## config.mk

```make
export PLATFORM = sky130hd
export DESIGN_NAME = count_sequencer
export DESIGN_NICKNAME = d
export VERILOG_FILES = /design/src/rtl/count_sequencer_pkg.sv /design/src/rtl/updown_counter4.sv /design/src/rtl/count_sequencer.sv
export SDC_FILE = /design/constraint.sdc
export NUM_CORES = 1
export LEC_CHECK = 0
export CORE_MARGIN = 10
export CORE_UTILIZATION = 57
export CTS_BUF_LIST = sky130_fd_sc_hd__clkbuf_2 sky130_fd_sc_hd__clkbuf_4 sky130_fd_sc_hd__clkbuf_8
export CTS_CLUSTER_SIZE = 40
export DETAILED_ROUTE_END_ITERATION = 8
export MAX_ROUTING_LAYER = met4
export PLACE_DENSITY = 0.86
export SKIP_LAST_GASP = 1
export SYNTH_ARGS = -nofsm -noshare
export SYNTH_HDL_FRONTEND = slang
export SYNTH_SLANG_ARGS = --single-unit
```

## constraint.sdc

```tcl
create_clock -name clk -period 3.06 [get_ports clk]
set_input_delay 0.612 -clock clk [delete_from_list [all_inputs] [get_ports clk]]
set_output_delay 0.612 -clock clk [all_outputs]
set_load 0.1 [all_outputs]
```

## src/rtl/count_sequencer_pkg.sv

```systemverilog
// Shared state encodings, default ramp geometry and the state-to-lamp decode
// for the count sequencer.
package count_sequencer_pkg;

  typedef enum logic [1:0] {
    IDLE      = 2'd0,
    RAMP_UP   = 2'd1,
    HOLD      = 2'd2,
    RAMP_DOWN = 2'd3
  } state_t;

  localparam int CNT_W       = 4;
  localparam int SEG_DEFAULT = 4;
  localparam int TOP_DEFAULT = 15;

  // One-hot indicator pattern {red, amber, green} for a given state.
  function automatic logic [2:0] lamps(input state_t s);
    logic [2:0] l;
    l = 3'b100;
    case (s)
      IDLE:      l = 3'b100;
      RAMP_UP:   l = 3'b010;
      HOLD:      l = 3'b001;
      RAMP_DOWN: l = 3'b010;
      default:   l = 3'b100;
    endcase
    return l;
  endfunction

endpackage

```

## src/rtl/updown_counter4.sv

```systemverilog
// 4-bit up/down counter that saturates at TOP going up and at 0 going down;
// clear has priority over counting.
module updown_counter4 #(
  parameter logic [3:0] TOP = 4'd15
) (
  input  logic       clk,
  input  logic       reset,
  input  logic       en,
  input  logic       forward,
  input  logic       clear,
  output logic [3:0] count
);

  always_ff @(posedge clk or negedge reset) begin
    if (!reset) begin
      count <= 4'd0;
    end else if (clear) begin
      count <= 4'd0;
    end else if (en) begin
      if (forward) begin
        if (count != TOP) count <= count + 4'd1;
      end else begin
        if (count != 4'd0) count <= count - 4'd1;
      end
    end
  end

endmodule

```

## src/rtl/count_sequencer.sv

```systemverilog
// Ramp sequencer: IDLE -> RAMP_UP -> HOLD, with requested up/down ramps of SEG
// counts out of HOLD, saturating at TOP and 0, plus done/limit pulses.
module count_sequencer
  import count_sequencer_pkg::*;
#(
  parameter int SEG = SEG_DEFAULT,
  parameter int TOP = TOP_DEFAULT
) (
  input  logic       clk,
  input  logic       reset,
  input  logic       start,
  input  logic       progressive,
  input  logic       regressive,
  input  logic       abort,
  output logic [3:0] count,
  output logic [1:0] state,
  output logic       red,
  output logic       amber,
  output logic       green,
  output logic       cnt_forward,
  output logic       done,
  output logic       limit
);

  localparam logic [3:0] SEG_C = 4'(SEG);
  localparam logic [3:0] TOP_C = 4'(TOP);

  state_t     state_q;
  state_t     state_d;
  logic [3:0] seg_q;
  logic [3:0] seg_d;
  logic [3:0] cnt_next;
  logic       cnt_en;
  logic       cnt_fwd;
  logic       cnt_clr;
  logic       done_d;
  logic       limit_d;

  updown_counter4 #(
    .TOP(TOP_C)
  ) u_counter (
    .clk    (clk),
    .reset  (reset),
    .en     (cnt_en),
    .forward(cnt_fwd),
    .clear  (cnt_clr),
    .count  (count)
  );

  // Ramp termination looks at the count the counter will hold after this edge,
  // so the final count and the new state land on the same edge.
  always_comb begin
    state_d  = state_q;
    seg_d    = seg_q;
    cnt_next = count;
    cnt_en   = 1'b0;
    cnt_fwd  = 1'b1;
    cnt_clr  = 1'b0;
    done_d   = 1'b0;
    limit_d  = 1'b0;
    if (abort) begin
      state_d = IDLE;
      seg_d   = 4'd0;
      cnt_clr = 1'b1;
    end else begin
      case (state_q)
        IDLE: begin
          if (start) begin
            state_d = RAMP_UP;
            seg_d   = SEG_C;
          end
        end
        RAMP_UP: begin
          cnt_en   = 1'b1;
          cnt_fwd  = 1'b1;
          cnt_next = (count == TOP_C) ? count : count + 4'd1;
          seg_d    = (seg_q == 4'd0) ? 4'd0 : seg_q - 4'd1;
          if (seg_d == 4'd0 || cnt_next == TOP_C) state_d = HOLD;
        end
        HOLD: begin
          if (progressive && !regressive) begin
            if (count < TOP_C) begin
              state_d = RAMP_UP;
              seg_d   = SEG_C;
            end else begin
              limit_d = 1'b1;
            end
          end else if (regressive && !progressive) begin
            state_d = RAMP_DOWN;
            seg_d   = SEG_C;
          end
        end
        RAMP_DOWN: begin
          cnt_en   = 1'b1;
          cnt_fwd  = 1'b0;
          cnt_next = (count == 4'd0) ? 4'd0 : count - 4'd1;
          seg_d    = (seg_q == 4'd0) ? 4'd0 : seg_q - 4'd1;
          if (cnt_next == 4'd0) begin
            state_d = IDLE;
            seg_d   = 4'd0;
            done_d  = 1'b1;
          end else if (seg_d == 4'd0) begin
            state_d = HOLD;
          end
        end
        default: state_d = IDLE;
      endcase
    end
  end

  always_ff @(posedge clk or negedge reset) begin
    if (!reset) begin
      state_q     <= IDLE;
      seg_q       <= 4'd0;
      red         <= 1'b1;
      amber       <= 1'b0;
      green       <= 1'b0;
      cnt_forward <= 1'b1;
      done        <= 1'b0;
      limit       <= 1'b0;
    end else begin
      state_q               <= state_d;
      seg_q                 <= seg_d;
      {red, amber, green}   <= lamps(state_d);
      cnt_forward           <= (state_d != RAMP_DOWN);
      done                  <= done_d;
      limit                 <= limit_d;
    end
  end

  assign state = state_q;

endmodule

```

==> results.cfg <==
[yosys]
yosys_warnings = 0
synth_area_leader_cell = dfrtp_1
synth_top_area_frac = 0.356
yosysUniqueCellTypes = 37
syn_avg_cell_area_sq_um = 9.20
synth.area.top_cells = dfrtp_1 36%, dfstp_2 5.3%, ha_1 5.1%, nand2b_1 4.4%, nor2_1 3.8%
ys_ff_latch = 16
syn-num-nets = 117
syn_inst = 107
seq_area_frac_synth = 0.409
synth_area_sq_um = 985

[place]
io_buffers = 17
dp_hpwl_um = 1670
gp_congestion = 0.882

[pwr]
vdd_ir_drop_max_uv = 560
power.leakage_nw = 0.498
total_power_uw = 853
power.density_nw_per_um2 = 739

[global_route]
gr-total-overflow = 0
grt_pass1_wl_um = 3750
antenna_found_initial = 0
grt_usage = 0.135
first_global_vias = 834
grt_max_degree = 17

[floorplan]
row_count = 14
core_area_sq_um = 1580
num_io_pins = 18
die_area_sq_um = 3790
initial_utilization = 0.625
die_w_um = 61.6
die_y_um = 61.6

[detailed_routing]
drt_iter0_drc = 10
met3_length_um = 89
routed.top_layer = met4
met1_length_um = 1020
drcViolationCount = 0
via_per_inst = 6.05
vias = 841
first_pass_iters = 4
met2_length_um = 1130
wl_um = 2250
wl_per_cell_um = 16.2
ant_nets = 0

[cts]
cts_buffers = 3
post_cts.resized_instances = 0
htree_levels = 1
clkTransAtPathRegs_ps = 100
holdBufCountCts = 0
postCtsSetupRepairBufs = 0
clkSinkCount = 16
cts_tree = yes
clkLatencyLatePin_ps = 290
cts-root-buf = clkbuf_4
clock_path_buffers = 2

[sta]
slew_violations = 0
rsz0062_at_grt = no
min_period_over_period = 0.674
slew_headroom = 0.529
setup_tns_ps = 0
period_minus_slack_ps = 2060
setup_viol = 0
finClkSkew_ps = 12.3
worst_pin_slew_ps = 704
hold_viol = 0
max_freq_mhz = 485

[setup_path]
cp.required_ps = 3210
start_kind = flip-flop
cp_data_arrival_time_ps = 2220
critPathLaunch = u_counter.count[0]
cp_max_fo = 8
path_class = flip-flop to flip-flop
endpoint_kind = flip-flop
r2r-start = u_counter.count[0]

[finish]
fillers = 125
final_util = 0.732
nets = 134
layout_common_cells = 14 x dfrtp_1, 12 x buf_4, 10 x nor2_1
regArea_sq_um = 403
drive_above_1_share = 0.195
syn_to_final_growth_pct = 17.2
multi_input_area_sq_um = 536
antennaDiodeCount = 0
layout_commonest_cell = dfrtp_1

[run]
maxCapViolCount = 0

[min_path]
hold_start = seg_q[3]
holdCritPathClass = flip-flop to flip-flop

[outcome]
run_status = complete, no violations
==> per-stage QoR <==
step	hold WS, ps	setup slack, ps	std cells	cell area [sq um]
after floorplan	316	546	107	985
after global placement	517	1020	135	1120
after detailed placement	514	955	135	1120
after CTS	539	995	139	1150
after global routing	578	798	139	1150
final	542	997	139	1150
==> cell usage after synthesis <==
library cell  number
a211oi_1           1
a21boi_0           1
a21oi_1            3
a221oi_1           1
a31o_2             2
a31oi_1            1
a32oi_1            1
and2_1             3
and3_4             1
buf_2              4
buf_4              1
dfrtp_1           14
dfstp_2            2
ha_1               4
inv_1              5
mux2i_1            2
nand2_1            7
nand2b_1           7
nand3_1            4
nand3b_1           1
nand4_1            2
nor2_1            10
nor2b_1            1
nor3_1             2
nor3_2             1
nor4_1             3
nor4b_1            1
o211ai_1           2
o21ai_0            7
o21bai_1           2
o221ai_1           1
o22ai_1            1
o2bb2ai_1          2
o41ai_2            1
or2_2              1
or4_1              1
xnor2_1            4
==> power by group <==
part	switching [mW]	internal, mW
clock network	0.0696	0.0725
logic	0.296	0.123
registers	0.0477	0.244
total	0.413	0.440
==> state kept, by name, summed over array words and instances, names as in the netlist <==
register / flops
red: 1
seg_q: 4
cnt_forward: 1
u_counter.count: 4
done: 1
green: 1
state: 2
amber: 1
limit: 1
==> critical path: stages, from the launching register on <==
cell	delay, ps
dfrtp_1	480
inv_1	120
ha_1	260
o211ai_1	270
nand2_1	120
o41ai_2	510
a21boi_0	160
==> kinds of logic (layout without fill, tap and decap cells) <==
family | count (synthesis) | count (layout) | synth area share
AND/OR/NAND/NOR | 45 | 45 | 0.249
AO/OA/AOI/OAI | 26 | 26 | 0.188
flip-flops | 16 | 16 | 0.409
buffers and inverters | 10 | 26 | 0.0470
adder cells (fa/ha/maj) | 4 | 4 | 0.0508
XOR/XNOR | 4 | 4 | 0.0356
multiplexers | 2 | 2 | 0.0203
==> layer usage <==
layer	global-route usage	up-vias
li1	-	420
met1	0.161	399
met2	0.211	20
met3	0.0391	2
met4	0.0510	0
met5	-	-
==> final timing paths <==
check / end / slack, ps / depth (start not counted)
worst max-delay path: green / 1000 / 6
worst min-delay path: seg_q[3] / 540 / 1
worst max register to register: green / 1000 / 6
worst min register to register: seg_q[3] / 540 / 1
max in group asynchronous: state[1] / 1870 / 1
min in group asynchronous: u_counter.count[2] / 730 / 1
==> layout make-up <==
cell class / instances / share of cell area
Tap cell: 16 / 0.0174
Multi-Input combinational cell: 81 / 0.464
Inverter: 5 / 0.0163
Clock buffer: 4 / 0.0315
Sequential cell: 16 / 0.349
Timing Repair Buffer: 17 / 0.121
Note: power is estimated with default switching activity, not from simulation.
